### src/rtl/weight_mem_loader_if.sv
// -----------------------------------------------------------------------------
// weight_mem_loader_if
//   Bundles the controller job handshake, the streamer valid/ready input and
//   both weight SRAM write ports of the weight memory loader.
//
//   Signal groups:
//     job     : start, mode_fc, base_addr, num_rows  (controller -> loader)
//               busy, done, checksum                 (loader -> controller)
//     stream  : in_data, in_valid                    (streamer -> loader)
//               in_ready                             (loader -> streamer)
//     sram    : wr_enable_cnn/wr_addr_cnn/wr_data_cnn (loader -> CNN port)
//               wr_enable_fc /wr_addr_fc /wr_data_fc  (loader -> FC port)
//
//   Modports:
//     master : the controller/streamer/SRAM side (testbench)
//     slave  : the loader itself
// -----------------------------------------------------------------------------
interface weight_mem_loader_if #(
    parameter int N_DIM_ARRAY       = 8,
    parameter int WEIGHT_DATA_WIDTH = 8,
    parameter int IN_WIDTH          = 32,
    parameter int ADDR_WIDTH        = 16
);
    logic                                       start;
    logic                                       mode_fc;
    logic [ADDR_WIDTH-1:0]                      base_addr;
    logic [ADDR_WIDTH-1:0]                      num_rows;
    logic [IN_WIDTH-1:0]                        in_data;
    logic                                       in_valid;
    logic                                       in_ready;
    logic                                       wr_enable_cnn;
    logic [ADDR_WIDTH-1:0]                      wr_addr_cnn;
    logic [N_DIM_ARRAY*WEIGHT_DATA_WIDTH-1:0]   wr_data_cnn;
    logic                                       wr_enable_fc;
    logic [ADDR_WIDTH-1:0]                      wr_addr_fc;
    logic [N_DIM_ARRAY*WEIGHT_DATA_WIDTH-1:0]   wr_data_fc;
    logic                                       busy;
    logic                                       done;
    logic [31:0]                                checksum;

    modport master (
        output start, mode_fc, base_addr, num_rows, in_data, in_valid,
        input  in_ready,
        input  wr_enable_cnn, wr_addr_cnn, wr_data_cnn,
        input  wr_enable_fc, wr_addr_fc, wr_data_fc,
        input  busy, done, checksum
    );

    modport slave (
        input  start, mode_fc, base_addr, num_rows, in_data, in_valid,
        output in_ready,
        output wr_enable_cnn, wr_addr_cnn, wr_data_cnn,
        output wr_enable_fc, wr_addr_fc, wr_data_fc,
        output busy, done, checksum
    );
endinterface

### src/rtl/weight_mem_loader.sv
// -----------------------------------------------------------------------------
// weight_mem_loader
//   Writer-side front end of the partitioned weight SRAM. Packed weight words
//   arriving on a valid/ready stream are assembled into full N_DIM_ARRAY-lane
//   rows and written to either the CNN or the FC write port at linearly
//   incrementing row addresses. A job is launched by a one-cycle start pulse
//   and finishes with a one-cycle done pulse.
//
//   Ports:
//     clk    : rising-edge clock
//     reset  : asynchronous, active-low reset
//     bus    : weight_mem_loader_if.slave (job handshake, input stream,
//              CNN/FC write ports, busy/done/checksum)
//
//   Build option:
//     WEIGHT_MEM_LOADER_CHECKSUM_EN - when defined, checksum is a 32-bit
//     wrapping sum of every written lane (unsigned). When undefined, checksum
//     is tied to 0 and no adder is built.
//
//   state | meaning
//   ------+-----------------------------------------------------------------
//   IDLE  | waiting for start; stream not accepted
//   LOAD  | accepting beats, writing one row per BEATS accepted beats
//   DONE  | single-cycle completion; last row write strobe coincides
// -----------------------------------------------------------------------------
module weight_mem_loader #(
    parameter int N_DIM_ARRAY       = 8,
    parameter int WEIGHT_DATA_WIDTH = 8,
    parameter int IN_WIDTH          = 32,
    parameter int ADDR_WIDTH        = 16
) (
    input  logic                  clk,
    input  logic                  reset,
    weight_mem_loader_if.slave    bus
);

    localparam int ROW_W  = N_DIM_ARRAY * WEIGHT_DATA_WIDTH;
    localparam int BEATS  = ROW_W / IN_WIDTH;
    localparam int LPB    = IN_WIDTH / WEIGHT_DATA_WIDTH;
    localparam int BEAT_W = (BEATS > 1) ? $clog2(BEATS) : 1;
    localparam logic [BEAT_W-1:0] LAST_BEAT = BEAT_W'(BEATS - 1);

    typedef enum logic [1:0] {
        IDLE = 2'd0,
        LOAD = 2'd1,
        DONE = 2'd2
    } state_t;

    state_t                 state_q, state_d;
    logic                   mode_fc_q, mode_fc_d;
    logic [ADDR_WIDTH-1:0]  base_addr_q, base_addr_d;
    logic [ADDR_WIDTH-1:0]  row_cnt_q, row_cnt_d;
    logic [ADDR_WIDTH-1:0]  rows_left_q, rows_left_d;
    logic [BEAT_W-1:0]      beat_cnt_q, beat_cnt_d;
    logic [ROW_W-1:0]       row_buf_q, row_buf_d;

    logic                   wr_en_cnn_q, wr_en_cnn_d;
    logic [ADDR_WIDTH-1:0]  wr_addr_cnn_q, wr_addr_cnn_d;
    logic [ROW_W-1:0]       wr_data_cnn_q, wr_data_cnn_d;
    logic                   wr_en_fc_q, wr_en_fc_d;
    logic [ADDR_WIDTH-1:0]  wr_addr_fc_q, wr_addr_fc_d;
    logic [ROW_W-1:0]       wr_data_fc_q, wr_data_fc_d;

    // row_full is the row buffer with the current beat merged in; it is what
    // gets written when the last beat of a row is accepted.
    logic [ROW_W-1:0]       row_full;
    logic                   row_wr;
    logic                   start_acc;

    always_ff @(posedge clk or negedge reset) begin
        if (!reset) begin
            state_q       <= IDLE;
            mode_fc_q     <= 1'b0;
            base_addr_q   <= '0;
            row_cnt_q     <= '0;
            rows_left_q   <= '0;
            beat_cnt_q    <= '0;
            row_buf_q     <= '0;
            wr_en_cnn_q   <= 1'b0;
            wr_addr_cnn_q <= '0;
            wr_data_cnn_q <= '0;
            wr_en_fc_q    <= 1'b0;
            wr_addr_fc_q  <= '0;
            wr_data_fc_q  <= '0;
        end else begin
            state_q       <= state_d;
            mode_fc_q     <= mode_fc_d;
            base_addr_q   <= base_addr_d;
            row_cnt_q     <= row_cnt_d;
            rows_left_q   <= rows_left_d;
            beat_cnt_q    <= beat_cnt_d;
            row_buf_q     <= row_buf_d;
            wr_en_cnn_q   <= wr_en_cnn_d;
            wr_addr_cnn_q <= wr_addr_cnn_d;
            wr_data_cnn_q <= wr_data_cnn_d;
            wr_en_fc_q    <= wr_en_fc_d;
            wr_addr_fc_q  <= wr_addr_fc_d;
            wr_data_fc_q  <= wr_data_fc_d;
        end
    end

    always_comb begin
        state_d       = state_q;
        mode_fc_d     = mode_fc_q;
        base_addr_d   = base_addr_q;
        row_cnt_d     = row_cnt_q;
        rows_left_d   = rows_left_q;
        beat_cnt_d    = beat_cnt_q;
        row_buf_d     = row_buf_q;
        wr_en_cnn_d   = 1'b0;
        wr_addr_cnn_d = wr_addr_cnn_q;
        wr_data_cnn_d = wr_data_cnn_q;
        wr_en_fc_d    = 1'b0;
        wr_addr_fc_d  = wr_addr_fc_q;
        wr_data_fc_d  = wr_data_fc_q;
        row_full      = row_buf_q;
        row_wr        = 1'b0;
        start_acc     = 1'b0;

        for (int b = 0; b < BEATS; b++) begin
            if (beat_cnt_q == BEAT_W'(b)) begin
                row_full[b*LPB*WEIGHT_DATA_WIDTH +: IN_WIDTH] = bus.in_data;
            end
        end

        case (state_q)
            IDLE: begin
                if (bus.start) begin
                    start_acc   = 1'b1;
                    mode_fc_d   = bus.mode_fc;
                    base_addr_d = bus.base_addr;
                    rows_left_d = bus.num_rows;
                    row_cnt_d   = '0;
                    beat_cnt_d  = '0;
                    state_d     = (bus.num_rows != '0) ? LOAD : DONE;
                end
            end

            LOAD: begin
                if (bus.in_valid) begin
                    row_buf_d = row_full;
                    if (beat_cnt_q == LAST_BEAT) begin
                        row_wr      = 1'b1;
                        beat_cnt_d  = '0;
                        row_cnt_d   = row_cnt_q + 1'b1;
                        rows_left_d = rows_left_q - 1'b1;
                        // Address wraps modulo 2^ADDR_WIDTH by design.
                        if (mode_fc_q) begin
                            wr_en_fc_d   = 1'b1;
                            wr_addr_fc_d = base_addr_q + row_cnt_q;
                            wr_data_fc_d = row_full;
                        end else begin
                            wr_en_cnn_d   = 1'b1;
                            wr_addr_cnn_d = base_addr_q + row_cnt_q;
                            wr_data_cnn_d = row_full;
                        end
                        if (rows_left_q == ADDR_WIDTH'(1)) begin
                            state_d = DONE;
                        end
                    end else begin
                        beat_cnt_d = beat_cnt_q + 1'b1;
                    end
                end
            end

            DONE: begin
                state_d = IDLE;
            end

            default: begin
                state_d = IDLE;
            end
        endcase
    end

`ifdef WEIGHT_MEM_LOADER_CHECKSUM_EN
    logic [31:0] checksum_q, checksum_d;
    logic [31:0] lane_sum;

    always_comb begin
        lane_sum = '0;
        for (int k = 0; k < N_DIM_ARRAY; k++) begin
            lane_sum = lane_sum + 32'(row_full[k*WEIGHT_DATA_WIDTH +: WEIGHT_DATA_WIDTH]);
        end
        checksum_d = checksum_q;
        if (start_acc) begin
            checksum_d = '0;
        end else if (row_wr) begin
            checksum_d = checksum_q + lane_sum;
        end
    end

    always_ff @(posedge clk or negedge reset) begin
        if (!reset) begin
            checksum_q <= '0;
        end else begin
            checksum_q <= checksum_d;
        end
    end

    assign bus.checksum = checksum_q;
`else
    assign bus.checksum = '0;
`endif

    assign bus.in_ready      = (state_q == LOAD);
    assign bus.busy          = (state_q != IDLE);
    assign bus.done          = (state_q == DONE);
    assign bus.wr_enable_cnn = wr_en_cnn_q;
    assign bus.wr_addr_cnn   = wr_addr_cnn_q;
    assign bus.wr_data_cnn   = wr_data_cnn_q;
    assign bus.wr_enable_fc  = wr_en_fc_q;
    assign bus.wr_addr_fc    = wr_addr_fc_q;
    assign bus.wr_data_fc    = wr_data_fc_q;

endmodule

### src/flat_wrapper.sv
// flat-port wrapper written by rule: the top's interface ports become plain ports
module weight_mem_loader_flat 
#(
    parameter int N_DIM_ARRAY       = 8,
    parameter int WEIGHT_DATA_WIDTH = 8,
    parameter int IN_WIDTH          = 32,
    parameter int ADDR_WIDTH        = 16
)
  (clk, reset, bus_start, bus_mode_fc, bus_base_addr, bus_num_rows, bus_in_data, bus_in_valid, bus_in_ready, bus_wr_enable_cnn, bus_wr_addr_cnn, bus_wr_data_cnn, bus_wr_enable_fc, bus_wr_addr_fc, bus_wr_data_fc, bus_busy, bus_done, bus_checksum);
  weight_mem_loader_if #(.N_DIM_ARRAY(N_DIM_ARRAY), .WEIGHT_DATA_WIDTH(WEIGHT_DATA_WIDTH), .IN_WIDTH(IN_WIDTH), .ADDR_WIDTH(ADDR_WIDTH)) bus_i ();
  input  logic clk;
  input  logic reset;
  input wire logic [$bits(bus_i.start)-1:0] bus_start;
  input wire logic [$bits(bus_i.mode_fc)-1:0] bus_mode_fc;
  input wire logic [$bits(bus_i.base_addr)-1:0] bus_base_addr;
  input wire logic [$bits(bus_i.num_rows)-1:0] bus_num_rows;
  input wire logic [$bits(bus_i.in_data)-1:0] bus_in_data;
  input wire logic [$bits(bus_i.in_valid)-1:0] bus_in_valid;
  output wire logic [$bits(bus_i.in_ready)-1:0] bus_in_ready;
  output wire logic [$bits(bus_i.wr_enable_cnn)-1:0] bus_wr_enable_cnn;
  output wire logic [$bits(bus_i.wr_addr_cnn)-1:0] bus_wr_addr_cnn;
  output wire logic [$bits(bus_i.wr_data_cnn)-1:0] bus_wr_data_cnn;
  output wire logic [$bits(bus_i.wr_enable_fc)-1:0] bus_wr_enable_fc;
  output wire logic [$bits(bus_i.wr_addr_fc)-1:0] bus_wr_addr_fc;
  output wire logic [$bits(bus_i.wr_data_fc)-1:0] bus_wr_data_fc;
  output wire logic [$bits(bus_i.busy)-1:0] bus_busy;
  output wire logic [$bits(bus_i.done)-1:0] bus_done;
  output wire logic [$bits(bus_i.checksum)-1:0] bus_checksum;
  assign bus_i.start = bus_start;
  assign bus_i.mode_fc = bus_mode_fc;
  assign bus_i.base_addr = bus_base_addr;
  assign bus_i.num_rows = bus_num_rows;
  assign bus_i.in_data = bus_in_data;
  assign bus_i.in_valid = bus_in_valid;
  assign bus_in_ready = bus_i.in_ready;
  assign bus_wr_enable_cnn = bus_i.wr_enable_cnn;
  assign bus_wr_addr_cnn = bus_i.wr_addr_cnn;
  assign bus_wr_data_cnn = bus_i.wr_data_cnn;
  assign bus_wr_enable_fc = bus_i.wr_enable_fc;
  assign bus_wr_addr_fc = bus_i.wr_addr_fc;
  assign bus_wr_data_fc = bus_i.wr_data_fc;
  assign bus_busy = bus_i.busy;
  assign bus_done = bus_i.done;
  assign bus_checksum = bus_i.checksum;
  weight_mem_loader #(.N_DIM_ARRAY(N_DIM_ARRAY), .WEIGHT_DATA_WIDTH(WEIGHT_DATA_WIDTH), .IN_WIDTH(IN_WIDTH), .ADDR_WIDTH(ADDR_WIDTH)) u_core (.clk(clk), .reset(reset), .bus(bus_i));
endmodule
### config.mk
export PLATFORM = sky130hd
export DESIGN_NAME = weight_mem_loader_flat
export DESIGN_NICKNAME = d
export VERILOG_FILES = /design/src/rtl/weight_mem_loader_if.sv /design/src/rtl/weight_mem_loader.sv /design/src/flat_wrapper.sv
export SDC_FILE = /design/constraint.sdc
export NUM_CORES = 1
export LEC_CHECK = 0
export BUFFER_PORTS_ARGS = -buffer_cell sky130_fd_sc_hd__buf_2
export CAP_MARGIN = 20
export CORE_UTILIZATION = 45
export CTS_CLUSTER_DIAMETER = 100
export DETAILED_ROUTE_END_ITERATION = 12
export HOLD_SLACK_MARGIN = 0.08
export PLACE_DENSITY = 0.71
export SLEW_MARGIN = 20
export SYNTH_ARGS = -nofsm -noshare
export SYNTH_HDL_FRONTEND = slang
export SYNTH_SLANG_ARGS = --single-unit
### constraint.sdc
create_clock -name clk -period 2.4 [get_ports clk]
set_input_delay 0.12 -clock clk [delete_from_list [all_inputs] [get_ports clk]]
set_output_delay 0.12 -clock clk [all_outputs]
set_load 0.02 [all_outputs]
# Word-level counts from Yosys, hierarchy flattened
# Cells that the tools add are included.
# op_classes
bitwise_logic	1
eq_ne	7
n_mux	28
n_reduce_logical	11
add_sub_neg	4
# op_table
op	n
2-to-1 mux 16 bit	6
2-to-1 mux 32 bit	2
case mux 16 bit (2 select lines)	2
adder 16 x 1 -> 16 bit, second input constant	1
adder 16 bit	1
equality test 16 x 1 -> 1 bit, second input constant	1
AND reduction 4 bit	4
nonzero test 16 bit	1
subtractor 16 x 1 -> 16 bit, second input constant	1
2-to-1 mux 1 bit	11
2-to-1 mux 2 bit	5
inequality test 2 x 1 -> 1 bit, second input constant	2
inequality test 2 bit, second input constant	2
case mux 2 bit (2 select lines)	1
AND reduction 2 bit	2
nonzero test 2 bit	2
AND reduction 3 bit	1
equality test 2 x 1 -> 1 bit, second input constant	1
equality test 2 bit, second input constant	1
zero test 2 bit	1
case mux 1 bit (2 select lines)	1
adder 1 bit, second input constant	1
NOT 1 bit	1
# word_totals
register_bits	278
input_bits	69
elab_cells	64
output_inout_bits	197

# Longest topological paths before layout
# Gate-level depths: netlist (run 1).
# depth
word_depth	5
mapped_depth	9

# Worst setup path after synthesis (run 1)
# No wires, ideal clock.
# synth_path
kind	flip-flop to flip-flop
startpoint	register u_core.row_cnt_q[0]
endpoint	register u_core.wr_addr_cnn_q[8], in the netlist u_core.bus.wr_addr_cnn[8]
setup_slack_ps	101
stages_incl_launch_ff	8
t_required_ps	2275
t_arrival_ps	2174
setup_ps	125
period_less_slack_ps	2299
cell_sequence	dfrtp_1 ha_1 fa_1 a21o_1 a221oi_2 o21ai_0 xor2_1 mux2_2
# synth_between
elab_chain_len	1
# synth_lines
element	line	source
from (decl)	weight_mem_loader.sv:52	logic [ADDR_WIDTH-1:0] row_cnt_q, row_cnt_d;
from (signal assigned)	weight_mem_loader.sv:89	row_cnt_q <= row_cnt_d;
adder 16 bit	weight_mem_loader.sv:154	wr_addr_cnn_d = base_addr_q + row_cnt_q;
to (signal assigned)	weight_mem_loader.sv:94	wr_addr_cnn_q <= wr_addr_cnn_d;
to (decl)	weight_mem_loader.sv:58	logic [ADDR_WIDTH-1:0] wr_addr_cnn_q, wr_addr_cnn_d;
# No other way between the ends.
# A chain may end at the register's enable or synchronous reset.

# Worst setup path after layout (run 1)
# layout_path
startpoint	register u_core.row_cnt_q[0]
endpoint	register u_core.wr_addr_fc_q[12], in the netlist u_core.bus.wr_addr_fc[12]
# layout_between
elab_chain_len	1
# layout_lines
element	line	source
adder 16 bit	weight_mem_loader.sv:150	wr_addr_fc_d = base_addr_q + row_cnt_q;
to (signal assigned)	weight_mem_loader.sv:97	wr_addr_fc_q <= wr_addr_fc_d;
to (decl)	weight_mem_loader.sv:61	logic [ADDR_WIDTH-1:0] wr_addr_fc_q, wr_addr_fc_d;
# No other way between the ends.

==> out/summary.txt, run 1 <==
status - completed
NetSw - 7.98 mW
HPWL Detailed - 20.9 mm
register share of total power - 0.390
largest net degree at the start of global routing - 115
area leader, netlist - dfrtp_1
Routed Antenna Nets - 0
Lkg Pwr - 7.85 nW
Final Non-Filler Cells - 1895
Ports - 266
Setup TNS - 0 ps
post-layout minimum cycle time - 2270 ps
#FFs+latches synth - 278
Final setup viols - 0
synth warn - 0
Final nets - 1620
Core Area - 27000 sq um
via count - 9811
Layout Skew - 15.2 ps
Top FF cell, synth - dfrtp_1
Global Route Usage Sum - 0.219
RSZ-0062 raised after global routing - no
Fin. Hold Viols - 0
sequential share of the synthesized area - 0.559
Cells after Synth - 1241
Hold Slack - 166 ps
share of cells above drive strength 1 - 0.235
worst endpoint required time - 2810 ps
Worst-Skew Late Latency - 550 ps
CTS tree - yes
DRC Markers - 0
Distinct cells, synth - 65
asr flop ratio synth - 1.00
Chip Height - 168 microns
top-count cell post-synth - nand2_1
WL final - 30.8 mm
WP data arrival - 2680 ps
switching part of the total power - 0.397
Initial Util - 0.461
worst setup path class - reg2reg
vias per cell - 5.18
post-synth top area share - 0.559
CTS Sinks - 278
Logic pwr share - 0.386
Int Pwr - 12.1 mW
deepest clock path buffer count - 3
number of synthesized flops with an enable pin - 0
fin crit share - 0.947
Rows - 60
max-cap violations - 0
Slew headroom - 0.477
Die Area - 28300 sq um
total CTS buffers - 30
pwr/cell area - 1290 nW/um^2
initial antenna violation count - 1
Critical Path Sink Type - register
CP max FO - 5
Placer Congestion - 0.860
mapped cell area - 12500 sq um
fin worst setup slack - 127 ps
Achievable Freq - 440 MHz
clk root buf - clkbuf_16
WL/cell - 16.2 microns
first-pass GRT wire length - 50.4 mm
clock share of power - 0.224
ranking of synthesized cells by area - dfrtp_1, nand2_1, o21ai_0
mean area per synthesized cell - 10.0 sq um
HP Class - in2async
DR pass1 iterations - 5
number of global-route vias before repair - 9639
VDD IR max - 0.582 mV
startpoint types - register
input/output buffers - 233
Commonest cells post-synth - nand2_1, dfrtp_1, o21ai_0, mux2i_1, mux2_2
synthesis-to-finish area growth - 24.8%
# placed instances - 1773
Die Width - 168 microns
max-slew violations - 0
CTS clk-pin slew, worst paths - 60 ps
total gr overflow - 0
pin slew with the least headroom to its limit - 784 ps
1st-iter DRT viols - 729
Place WS - 139 ps
# H-tree levels - 1
==> timing repair <==
action                                  in CTS  in global routing
setup buffers                                0                  0
hold buffers                                68                  0
endpoints found under the setup margin       0                  1
hold endpoints to repair                   474                  0
gates resized for setup                      0                  0
==> worst max-delay path, cell delays in order, from the launching register on <==
cell,delay (ps)
dfrtp_1,380
ha_1,240
fa_1,420
a21o_1,230
a221oi_2,260
buf_4,190
nor4_1,50
nor3b_1,260
o21ai_0,110
==> power by group through the flow <==
stage | Combinational (mW) | Sequential, mW | Clock [mW]
after floorplan | 3.80 | 9.14 | 0
after global placement | 7.54 | 7.84 | 0
after detailed placement | 7.70 | 7.92 | 0
after CTS | 7.82 | 7.85 | 4.61
after global routing | 8.61 | 8.09 | 4.80
final | 7.77 | 7.86 | 4.50
==> cell families after synthesis <==
group / synth area share
flip-flops: 0.559
buffers and inverters: 0.0492
AND/OR/NAND/NOR: 0.154
AO/OA/AOI/OAI: 0.114
multiplexers: 0.0876
other: 0.000301
XOR/XNOR: 0.0162
adder cells (fa/ha/maj): 0.0197
==> metal layers <==
layer  share of wire  track usage  up-vias  routed length (microns)
met1            0.46        0.307     4716                    14100
met3           0.051       0.0331       47                     1580
met2            0.46        0.355      291                    14300
li1                -            -     4757                        -
met5               0            0        -                        0
met4           0.025       0.0621        0                      776
==> sequential cells by signal, indices dropped and copies added (netlist names) <==
| signal | flops |
|---|---|
| u_core.bus.wr_data_cnn | 64 |
| u_core.bus.wr_data_fc | 64 |
| u_core.row_buf_q | 64 |
| u_core.base_addr_q | 16 |
| u_core.bus.wr_addr_cnn | 16 |
| u_core.bus.wr_addr_fc | 16 |
| u_core.row_cnt_q | 16 |
| u_core.rows_left_q | 16 |
| u_core.state_q | 2 |
| u_core.beat_cnt_q | 1 |
| u_core.bus.wr_enable_cnn | 1 |
| u_core.bus.wr_enable_fc | 1 |
| u_core.mode_fc_q | 1 |
==> placed cells by master, fill, tap and decap left out, types with 11 or more instances in the layout <==
master,synthesis,layout
conb_1,1,32
mux2_2,40,40
dfrtp_1,278,277
dlygate4sd3_1,0,68
nand2_1,343,343
inv_1,13,13
clkbuf_16,0,31
mux2i_1,64,64
ha_1,18,18
nand3_1,15,15
buf_2,25,232
nor2_1,35,34
a21oi_1,30,30
xor2_1,12,12
o21ai_0,163,163
xnor2_1,11,11
buf_4,37,25
==> cell type report <==
| type | instances | area (sq um) |
|---|---|---|
| antenna | 1 | 2.50 |
| timing repair buffer | 330 | 2120 |
| clock buffer | 45 | 868 |
| fill | 2352 | 11500 |
| clock inverter | 8 | 93.8 |
| multi-input combinational | 878 | 5020 |
| sequential | 278 | 6960 |
| tap | 341 | 427 |
| inverter | 14 | 52.6 |
==> per-stage QoR <==
step,area (sq um),utilization,power (mW)
finish,15500,0.575,20.1
global route,15500,0.575,21.5
CTS,15500,0.575,20.3
detailed placement,13900,0.514,15.6
global placement,13900,0.514,15.4
floorplan,12600,-,12.9
==> path summary, 6_finish.rpt <==
kind | start | to | slack [ps] | cells past startpoint
worst max-delay path | u_core.row_cnt_q[0] | u_core.bus.wr_addr_fc[12] | 130 | 8
worst min-delay path | reset | u_core.row_buf_q[44] | 170 | 2
worst max register to register | u_core.row_cnt_q[0] | u_core.bus.wr_addr_fc[12] | 130 | 8
worst min register to register | u_core.bus.wr_addr_cnn[4] | u_core.bus.wr_addr_cnn[4] | 470 | 2
max in group asynchronous | reset | u_core.row_buf_q[7] | 1340 | 4
min in group clk | bus_base_addr[15] | u_core.base_addr_q[15] | 290 | 4
(Power assumes the default switching activity.)
==> run 2, diff against run 1 <==
==> constraint.sdc (replaced) <==
create_clock -name clk -period 2.4 [get_ports clk]
set_input_delay 0.24 -clock clk [delete_from_list [all_inputs] [get_ports clk]]
set_output_delay 0.24 -clock clk [all_outputs]
set_load 0.02 [all_outputs]
==> run 2 against run 1 <==
Against the previous run:
- first-iteration DRC count shrank 2.2%
- utilization is essentially flat
- sequential power is essentially flat
- die area is the same
- critical path depth shrank 2
- worst setup slack gained 81 ps
- maximum frequency grew 3.7%
- design area is essentially flat
- worst hold slack lost 52 ps
- final cell count is essentially flat
- via count shrank 1.0%
- critical path type unchanged
- largest cell class unchanged
- largest power group unchanged
- highest routed layer unchanged
==> out/summary.txt, run 2 (synthesized netlist as in run 1, its figures left out) <==
status - completed
Achievable Freq - 456 MHz
WP data arrival - 2670 ps
Final setup viols - 0
Die Area - 28300 sq um
Int Pwr - 12.2 mW
hold wc startpoint - bus_num_rows[6]
first-pass GRT wire length - 50.0 mm
Setup TNS - 0 ps
initial antenna violation count - 1
fin worst setup slack - 209 ps
Levels on crit path - 6
Die Width - 168 microns
Slowest-stage cell, CP - dfrtp_1
RSZ-0062 raised after global routing - no
Total Power - 20.2 mW
largest net degree at the start of global routing - 77
Routed Antenna Nets - 0
commonest cells after routing, fill and taps aside - nand2_1, dfrtp_1, buf_2
total CTS buffers - 30
DR pass1 iterations - 4
Core Area - 27000 sq um
Worst-Skew Late Latency - 540 ps
register share of total power - 0.390
WL/cell - 16.2 microns
HP Class - in2reg
max-cap violations - 0
post-layout minimum cycle time - 2190 ps
reg2reg end - u_core.bus.wr_addr_cnn[13]
commonest non-fill, non-tap cell in the layout - nand2_1
WL final - 30.7 mm
Ports - 266
CTS tree - yes
1st-iter DRT viols - 713
VDD IR max - 0.605 mV
pwr/cell area - 1300 nW/um^2
clock share of power - 0.224
Critical Path Sink Type - register
clk root buf - clkbuf_16
Fin. Hold Viols - 0
Placer Congestion - 0.873
CTS Sinks - 278
Buf/Inv on CP - 0
via count - 9711
CP max stage delay - 450 ps
Initial Util - 0.461
Reg2Reg Launch Point - u_core.row_cnt_q[1]
vias per cell - 5.13
HPWL Detailed - 21.0 mm
pin slew with the least headroom to its limit - 758 ps
postcts setup bufs - 0
DRC Markers - 0
Place WS - 149 ps
worst hold path depth - 4
Worst Reg2Reg Path Length in Cells - 6
CTS clk-pin slew, worst paths - 60 ps
CP max FO - 5
Rows - 60
Logic pwr share - 0.386
Global Route Usage Sum - 0.218
input/output buffers - 233
deepest clock path buffer count - 3
CP top delay family - compound AO/OA/AOI/OAI gates
total gr overflow - 0
Chip Height - 168 microns
worst endpoint required time - 2880 ps
switching part of the total power - 0.396
Lkg Pwr - 7.85 nW
setup slack, reg-to-reg - 210 ps
max-slew violations - 0
Slew headroom - 0.495
share of cells above drive strength 1 - 0.237
Final nets - 1617
critical-path cell list - ha_1 -> a211oi_1 -> o21ai_0 -> a211oi_1 -> mux2_2 -> nand3_1
startpoint types - register
Crit path top cell by count - a211oi_1
fin crit share - 0.913
NetSw - 8.00 mW
worst setup path class - reg2reg
synthesis-to-finish area growth - 24.9%
Hold Path End - u_core.rows_left_q[6]
number of global-route vias before repair - 9580
Layout Skew - 14.1 ps
# H-tree levels - 1
==> run 2: changes by cell type in the layout (fill, tap and decap cells not counted) <==
| cell | before | now |
|---|---|---|
| clkbuf_8 | 4 | 8 |
| dlygate4sd3_1 | 68 | 65 |
| buf_12 | 4 | 5 |
| buf_4 | 25 | 24 |
| bufinv_16 | 2 | 1 |
| clkinv_2 | 5 | 4 |
| clkinv_4 | 1 | 0 |
| clkinvlp_4 | 0 | 1 |
| fa_1 | 1 | 0 |
| fa_2 | 0 | 1 |
==> run 2: power groups by stage <==
stage	registers, mW	clock network, mW	logic (mW)
floorplan	9.14	0	3.80
global placement	7.83	0	7.55
detailed placement	7.92	0	7.73
CTS	7.85	4.63	7.85
global route	8.09	4.83	8.61
finish	7.87	4.52	7.78
==> run 2: final cells by class <==
| cell class | count | area [sq um] |
|---|---|---|
| flip-flops and latches | 278 | 6960 |
| repair buffers | 327 | 2110 |
| diodes | 1 | 2.50 |
| well taps | 341 | 427 |
| multi-input cells | 878 | 5020 |
| clock inverters | 6 | 57.6 |
| clock buffers | 49 | 923 |
| fillers | 2322 | 11500 |
| inverters | 14 | 52.6 |
==> run 2: stage by stage <==
step                      std cells  hold WS, ps  cell area (sq um)  utilization
after floorplan                1272        -55.6              12600            -
after global routing           1894          107              15600        0.575
after CTS                      1893         92.1              15500        0.575
after global placement         1773          237              13900        0.515
final                          1894          114              15600        0.575
after detailed placement       1773          241              13900        0.515
==> run 2: metal layers <==
metal / vias to the layer above / share of wire / routed length, microns / global-route usage
met2: 292 / 0.47 / 14500 / 0.362
met5: - / 0 / 0 / 0
li1: 4741 / - / - / -
met3: 50 / 0.063 / 1940 / 0.0444
met1: 4628 / 0.44 / 13600 / 0.290
met4: 0 / 0.022 / 687 / 0.0605
==> run 2: tightest hold or removal path, cell delays in order <==
cell     delay (ps)
buf_2            90
nor2_1           40
a21oi_1         110
o22a_1          140
==> run 2: worst max path at each step <==
stage	from	to	slack (ps)
finish	u_core.row_cnt_q[1]	u_core.bus.wr_addr_cnn[13]	210
global route	u_core.row_cnt_q[1]	u_core.bus.wr_addr_cnn[13]	60
CTS	u_core.row_cnt_q[0]	u_core.bus.wr_addr_cnn[14]	140
detailed placement	u_core.row_cnt_q[0]	u_core.bus.wr_addr_fc[12]	150
global placement	u_core.row_cnt_q[0]	u_core.bus.wr_addr_cnn[14]	210
floorplan	u_core.row_cnt_q[0]	u_core.bus.wr_addr_cnn[8]	100
==> run 2: repair_timing <==
item | 4_1_cts | 5_1_grt
hold endpoints to repair | 231 | 0
resized for setup | 0 | 1
hold buffers | 65 | 0
setup endpoints to repair | 0 | 1
